===== src/rtl/mdu_if.sv =====
// Request/response bundle between an issuing pipeline and the multiply/divide unit.
interface mdu_if #(
    parameter int WIDTH = 32
);
    // start is a request strobe taken only while busy=0 and no done pulse is showing;
    // the issuer holds its request (stalls) while busy=1, and done marks completion for one cycle.
    logic             start;
    logic [5:0]       f_bits;
    logic [WIDTH-1:0] a;
    logic [WIDTH-1:0] b;
    logic             busy;
    logic             done;
    logic [WIDTH-1:0] hi;
    logic [WIDTH-1:0] lo;
    logic [WIDTH-1:0] result;
    logic             divz;
    logic             illegal;

    modport master (
        output start, f_bits, a, b,
        input  busy, done, hi, lo, result, divz, illegal
    );

    modport slave (
        input  start, f_bits, a, b,
        output busy, done, hi, lo, result, divz, illegal
    );
endinterface


===== src/rtl/mdu_ctrl.sv =====
// Iterative MIPS-style HI/LO unit: shift-add multiply, restoring divide,
// plus single-cycle mthi/mtlo/mfhi/mflo.
module mdu_ctrl #(
    parameter int WIDTH = 32
) (
    input  logic       clk,
    input  logic       reset,
    mdu_if.slave       bus,
    output logic [1:0] state_o
);
    localparam int CW = $clog2(WIDTH) + 1;

    typedef enum logic [1:0] {
        IDLE = 2'd0,
        RUN  = 2'd1,
        FIN  = 2'd2
    } state_e;

    state_e           state_q;
    logic [CW-1:0]    cnt_q;
    logic             op_div_q, neg_q, rneg_q, divz_pend_q;
    logic [WIDTH-1:0] m_q, q_q, acc_q;
    logic [WIDTH-1:0] hi_q, lo_q, result_q;
    logic             done_q, divz_q, illegal_q;

    logic             is_md, is_div, signed_op, sa, sb;
    logic             is_mfhi, is_mthi, is_mflo, is_mtlo;
    logic [WIDTH-1:0] a_mag, b_mag;

    always_comb begin
        is_md     = (bus.f_bits[5:2] == 4'b0110);
        is_div    = bus.f_bits[1];
        signed_op = ~bus.f_bits[0];
        is_mfhi   = (bus.f_bits == 6'b010000);
        is_mthi   = (bus.f_bits == 6'b010001);
        is_mflo   = (bus.f_bits == 6'b010010);
        is_mtlo   = (bus.f_bits == 6'b010011);
        sa        = signed_op & bus.a[WIDTH-1];
        sb        = signed_op & bus.b[WIDTH-1];
        // Magnitude of the most-negative value still fits as an unsigned WIDTH-bit number.
        a_mag     = sa ? -bus.a : bus.a;
        b_mag     = sb ? -bus.b : bus.b;
    end

    // Multiply keeps the multiplicand in m_q and the multiplier in q_q; divide keeps
    // the divisor in m_q and shifts the dividend out of q_q while quotient bits shift in.
    logic [WIDTH:0]     mul_sum, div_shift;
    logic [WIDTH-1:0]   div_diff;
    logic               div_ge;
    logic [2*WIDTH-1:0] prod, prod_fix;
    logic [WIDTH-1:0]   quo_fix, rem_fix, hi_fin, lo_fin;

    always_comb begin
        mul_sum   = {1'b0, acc_q} + (q_q[0] ? {1'b0, m_q} : {(WIDTH+1){1'b0}});
        div_shift = {acc_q, q_q[WIDTH-1]};
        div_ge    = (div_shift >= {1'b0, m_q});
        div_diff  = div_shift[WIDTH-1:0] - m_q;
        prod      = {acc_q, q_q};
        prod_fix  = neg_q ? -prod : prod;
        quo_fix   = divz_pend_q ? {WIDTH{1'b1}} : (neg_q ? -q_q : q_q);
        rem_fix   = rneg_q ? -acc_q : acc_q;
        hi_fin    = op_div_q ? rem_fix : prod_fix[2*WIDTH-1:WIDTH];
        lo_fin    = op_div_q ? quo_fix : prod_fix[WIDTH-1:0];
    end

    always_ff @(posedge clk) begin
        if (reset) begin
            state_q     <= IDLE;
            cnt_q       <= '0;
            op_div_q    <= 1'b0;
            neg_q       <= 1'b0;
            rneg_q      <= 1'b0;
            divz_pend_q <= 1'b0;
            m_q         <= '0;
            q_q         <= '0;
            acc_q       <= '0;
            hi_q        <= '0;
            lo_q        <= '0;
            result_q    <= '0;
            done_q      <= 1'b0;
            divz_q      <= 1'b0;
            illegal_q   <= 1'b0;
        end else begin
            done_q    <= 1'b0;
            divz_q    <= 1'b0;
            illegal_q <= 1'b0;
            case (state_q)
                IDLE: begin
                    // Refusing a start during a done pulse keeps done from firing twice in a row.
                    if (bus.start && !done_q) begin
                        if (is_md) begin
                            state_q     <= RUN;
                            cnt_q       <= '0;
                            op_div_q    <= is_div;
                            neg_q       <= sa ^ sb;
                            rneg_q      <= sa;
                            divz_pend_q <= is_div && (bus.b == '0);
                            m_q         <= is_div ? b_mag : a_mag;
                            q_q         <= is_div ? a_mag : b_mag;
                            acc_q       <= '0;
                        end else begin
                            done_q    <= 1'b1;
                            illegal_q <= ~(is_mfhi | is_mthi | is_mflo | is_mtlo);
                            if (is_mthi) hi_q <= bus.a;
                            if (is_mtlo) lo_q <= bus.a;
                            if (is_mfhi) result_q <= hi_q;
                            if (is_mflo) result_q <= lo_q;
                        end
                    end
                end
                RUN: begin
                    if (op_div_q) begin
                        acc_q <= div_ge ? div_diff : div_shift[WIDTH-1:0];
                        q_q   <= {q_q[WIDTH-2:0], div_ge};
                    end else begin
                        acc_q <= mul_sum[WIDTH:1];
                        q_q   <= {mul_sum[0], q_q[WIDTH-1:1]};
                    end
                    cnt_q <= cnt_q + 1'b1;
                    if (cnt_q == CW'(WIDTH-1)) begin
                        state_q <= FIN;
                        done_q  <= 1'b1;
                        divz_q  <= divz_pend_q;
                    end
                end
                FIN: begin
                    hi_q    <= hi_fin;
                    lo_q    <= lo_fin;
                    state_q <= IDLE;
                end
                default: state_q <= IDLE;
            endcase
        end
    end

    assign bus.busy    = (state_q != IDLE);
    assign bus.done    = done_q;
    assign bus.hi      = hi_q;
    assign bus.lo      = lo_q;
    assign bus.result  = result_q;
    assign bus.divz    = divz_q;
    assign bus.illegal = illegal_q;
    assign state_o     = state_q;
endmodule

===== src/flat_wrapper.sv =====
// flat-port wrapper written by rule: the top's interface ports become plain ports
module mdu_ctrl_flat 
#(
    parameter int WIDTH = 32
)
  (clk, reset, state_o, bus_start, bus_f_bits, bus_a, bus_b, bus_busy, bus_done, bus_hi, bus_lo, bus_result, bus_divz, bus_illegal);
  mdu_if #(.WIDTH(WIDTH)) bus_i ();
  input  logic clk;
  input  logic reset;
  output logic [1:0] state_o;
  input wire logic [$bits(bus_i.start)-1:0] bus_start;
  input wire logic [$bits(bus_i.f_bits)-1:0] bus_f_bits;
  input wire logic [$bits(bus_i.a)-1:0] bus_a;
  input wire logic [$bits(bus_i.b)-1:0] bus_b;
  output wire logic [$bits(bus_i.busy)-1:0] bus_busy;
  output wire logic [$bits(bus_i.done)-1:0] bus_done;
  output wire logic [$bits(bus_i.hi)-1:0] bus_hi;
  output wire logic [$bits(bus_i.lo)-1:0] bus_lo;
  output wire logic [$bits(bus_i.result)-1:0] bus_result;
  output wire logic [$bits(bus_i.divz)-1:0] bus_divz;
  output wire logic [$bits(bus_i.illegal)-1:0] bus_illegal;
  assign bus_i.start = bus_start;
  assign bus_i.f_bits = bus_f_bits;
  assign bus_i.a = bus_a;
  assign bus_i.b = bus_b;
  assign bus_busy = bus_i.busy;
  assign bus_done = bus_i.done;
  assign bus_hi = bus_i.hi;
  assign bus_lo = bus_i.lo;
  assign bus_result = bus_i.result;
  assign bus_divz = bus_i.divz;
  assign bus_illegal = bus_i.illegal;
  mdu_ctrl #(.WIDTH(WIDTH)) u_core (.clk(clk), .reset(reset), .bus(bus_i), .state_o(state_o));
endmodule

===== config.mk =====
export PLATFORM = sky130hd
export DESIGN_NAME = mdu_ctrl_flat
export DESIGN_NICKNAME = d
export VERILOG_FILES = /design/src/rtl/mdu_if.sv /design/src/rtl/mdu_ctrl.sv /design/src/flat_wrapper.sv
export SDC_FILE = /design/constraint.sdc
export NUM_CORES = 1
export LEC_CHECK = 0
export CAP_MARGIN = 20
export CELL_PAD_IN_SITES_DETAIL_PLACEMENT = 1
export CELL_PAD_IN_SITES_GLOBAL_PLACEMENT = 2
export CORE_MARGIN = 3
export CORE_UTILIZATION = 34
export CTS_BUF_LIST = sky130_fd_sc_hd__clkbuf_8
export CTS_CLUSTER_SIZE = 40
export DETAILED_ROUTE_END_ITERATION = 7
export PLACE_DENSITY_LB_ADDON = 0.1
export RECOVER_POWER = 100
export SETUP_SLACK_MARGIN = 0.05
export SYNTH_ARGS = -nofsm -noshare
export SYNTH_HDL_FRONTEND = slang
export SYNTH_SLANG_ARGS = --single-unit

===== constraint.sdc =====
create_clock -name clk -period 4.1 [get_ports clk]
set_clock_uncertainty 0.2 [all_clocks]
set_input_delay 0.41 -clock clk [delete_from_list [all_inputs] [get_ports clk]]
set_output_delay 0.41 -clock clk [all_outputs]
set_load 0.02 [all_outputs]

==> flow_summary.json <==
{
  "min_period_ns": 4.00,
  "die-area_um2": 50600,
  "peakVddDrop_mv": 0.244,
  "start_kind": "flop",
  "syn2layout_area_growth_pct": 23.5,
  "nFillCells": 5835,
  "clockBufferDepth": 3,
  "hold_viol": 0,
  "cts.sinks": 207,
  "grt_max_degree": 70,
  "max_stage_delay_ns": 0.71,
  "syn_inst": 2211,
  "yosysSeqAreaShare_pct": 25.4,
  "leakage_nw": 7.85,
  "violations": "capacitance limit, slew limit",
  "cts_buffers": 42,
  "yosys.area_share.simple_pct": 21.1,
  "htreeDepth": 2,
  "ys_types": 78,
  "final_layout_size_suffix_gt1_share_pct": 9.50,
  "layout.nets": 2555,
  "grtUsageTotal_pct": 30.6,
  "maxSlewViolCount": 22,
  "cts_resized": 0,
  "io_pins": 175,
  "max_freq_mhz": 250,
  "design.core.area_um2": 47000,
  "drt_first_pass_iters": 5,
  "die_h_um": 225,
  "hpwl_mm": 62.5,
  "die_x_um": 225,
  "crit_top_cell": "o21ai_0",
  "synth_top_family_by_area": "compound AO/OA/AOI/OAI gates",
  "gp_congestion": 0.949,
  "drtIter0Drc": 1548,
  "worst-setup-path-type": "flop to flop",
  "drcViolationCount": 0,
  "crit_fanout": 6,
  "rsz0062_at_grt": "false",
  "setup_violations": 0,
  "synth.avg_cell_area_um2": 7.37,
  "final_cell_mix": "242 x nor2_1, 214 x nand2_1, 206 x dfxtp_1",
  "final_common_cell": "nor2_1",
  "routed_wl_mm": 79.9,
  "power.density_nw_per_um2": 276,
  "synth_seq_cells": 207,
  "port_buffers": 174,
  "syn_area_um2": 16300,
  "multi_input_area_um2": 11300,
  "crit_chain": "or4_1, or4_4, or3_2, o21ai_0, o21ai_0, xor2_1, clkbuf_2, nand2_1, a31oi_1",
  "grt.overflow.total": 0,
  "holdWs_ns": 0.263,
  "postRouteAntennaNets": 0,
  "max_cap_viol_count": 1,
  "period_share_pct": 97.4,
  "clkTransAtPathRegs_ns": 0.06,
  "yosys.area_share.adder_pct": 5.54,
  "grt_pass1_wl_mm": 118,
  "antenna_found_initial": 1,
  "worstMarginPinSlew_ns": 1.60,
  "slew_headroom_pct": -6.92,
  "finalSetupTns_ns": 0,
  "arrival_ns": 4.33,
  "postCtsSetupBuffers": 0,
  "status": "complete, but fails checks",
  "synth_warnings": 0,
  "async_flop_share_pct": 0,
  "synth.mux.area_fraction_pct": 4.24,
  "vias": 18400,
  "worstPathRequired_ns": 4.44,
  "cp-end-kind": "flop",
  "start_util_pct": 34.7,
  "hold_path.class": "flop to flop",
  "synthXorXnorAreaFrac_pct": 8.65,
  "synth-edff-count": 0,
  "synth_nets": 2355,
  "cts_root_buf": "clkbuf_8",
  "vias_per_cell": 6.04,
  "grt_pass1_vias": 17900,
  "rows": 79,
  "clock_latency_ns": 0.64,
  "cts_tree": "done",
  "synth_compound_area_share_pct": 29.7,
  "yosys_most_used_dff": "dfxtp_1",
  "regArea_um2": 4150,
  "cp_slowest_cell": "o21ai_0",
  "wire_per_inst_um": 26.2
}
[metal layers]
layer | up-vias | part of all wire, % | GRT usage [%]
met2 | 693 | 42 | 45.0
met4 | 0 | 2.6 | 8.22
li1 | 8561 | - | -
met1 | 9066 | 48 | 45.6
met3 | 96 | 7.7 | 5.90
met5 | - | 0 | 0
[sequential cells by signal, indices dropped and copies added, names as in the netlist]
signal	flops
u_core.acc_q	32
u_core.bus.hi	32
u_core.bus.lo	32
u_core.bus.result	32
u_core.m_q	32
u_core.q_q	32
u_core.cnt_q	6
u_core.state_o	2
u_core.bus.divz	1
u_core.bus.done	1
u_core.bus.illegal	1
u_core.divz_pend_q	1
u_core.neg_q	1
u_core.op_div_q	1
u_core.rneg_q	1
[worst max-delay path, delay by kind of cell (launching register included)]
| family | cells | cell delay [ns] |
|---|---|---|
| compound gates | 3 | 1.14 |
| xor+xnor | 1 | 0.20 |
| buf+inv | 1 | 0.21 |
| flops | 1 | 0.39 |
| simple gates | 4 | 1.76 |
[power breakdown]
group / switching [mW] / internal (mW)
Combinational: 0.702 / 0.405
Sequential: 0.0369 / 2.04
Clock: 1.06 / 1.32
[cells in the mapped netlist (19+ instances only)]
cell type	instances	area, um^2
xnor2_1	98	858
nand4_1	21	131
nor4_1	28	175
o211ai_1	40	300
a21oi_1	194	971
nor2_1	245	920
o21ai_0	138	691
o221ai_1	36	315
a31oi_1	34	213
mux2i_1	60	601
ha_1	69	863
xor2_1	63	552
inv_1	67	251
a211oi_1	76	571
dfxtp_1	207	4140
nand3_1	36	180
clkbuf_1	146	548
nor3_1	65	325
nand2b_1	20	125
a22oi_1	49	368
nand2_1	214	803
o31ai_1	19	143
[kinds of logic after synthesis]
group / count (synthesis)
adder cells (fa/ha/maj): 71
buffers and inverters: 227
flip-flops: 207
AO/OA/AOI/OAI: 737
XOR/XNOR: 161
AND/OR/NAND/NOR: 740
multiplexers: 68
[layout make-up]
type | count | share of cell area, %
tap | 607 | 3.77
timing repair buffer | 315 | 13.8
clock inverter | 20 | 0.795
multi-input combinational | 1777 | 56.1
antenna | 1 | 0.0124
sequential | 207 | 20.6
clock buffer | 54 | 3.69
inverter | 68 | 1.27
[through the flow]
step                utilization [%]  setup WS (ns)  instance area (um^2)  power (mW)  instances
global route                   42.9         0.0768                 20100        5.78       3049
global placement               41.1          0.390                 19300        3.20       2973
finish                         42.9          0.105                 20100        5.56       3049
floorplan                         -          0.928                 16300        2.74       2211
detailed placement             41.1          0.316                 19300        3.21       2973
CTS                            43.1          0.324                 20200        5.60       3048
[worst paths after layout]
kind	start	slack, ns	endpoint	depth (start not counted)
worst max-delay path	u_core.q_q[13]	0.10	u_core.bus.hi[8]	9
worst max register to register	u_core.q_q[13]	0.10	u_core.bus.hi[8]	9
worst min-delay path	u_core.m_q[10]	0.26	u_core.m_q[10]	2
worst min register to register	u_core.m_q[10]	0.26	u_core.m_q[10]	2
[repair_timing]
item                                    in CTS  in global routing
endpoints found under the setup margin       0                  0
hold buffers                                 1                  0
endpoints found under the hold margin       17                  0
(Power assumes the default switching activity.)
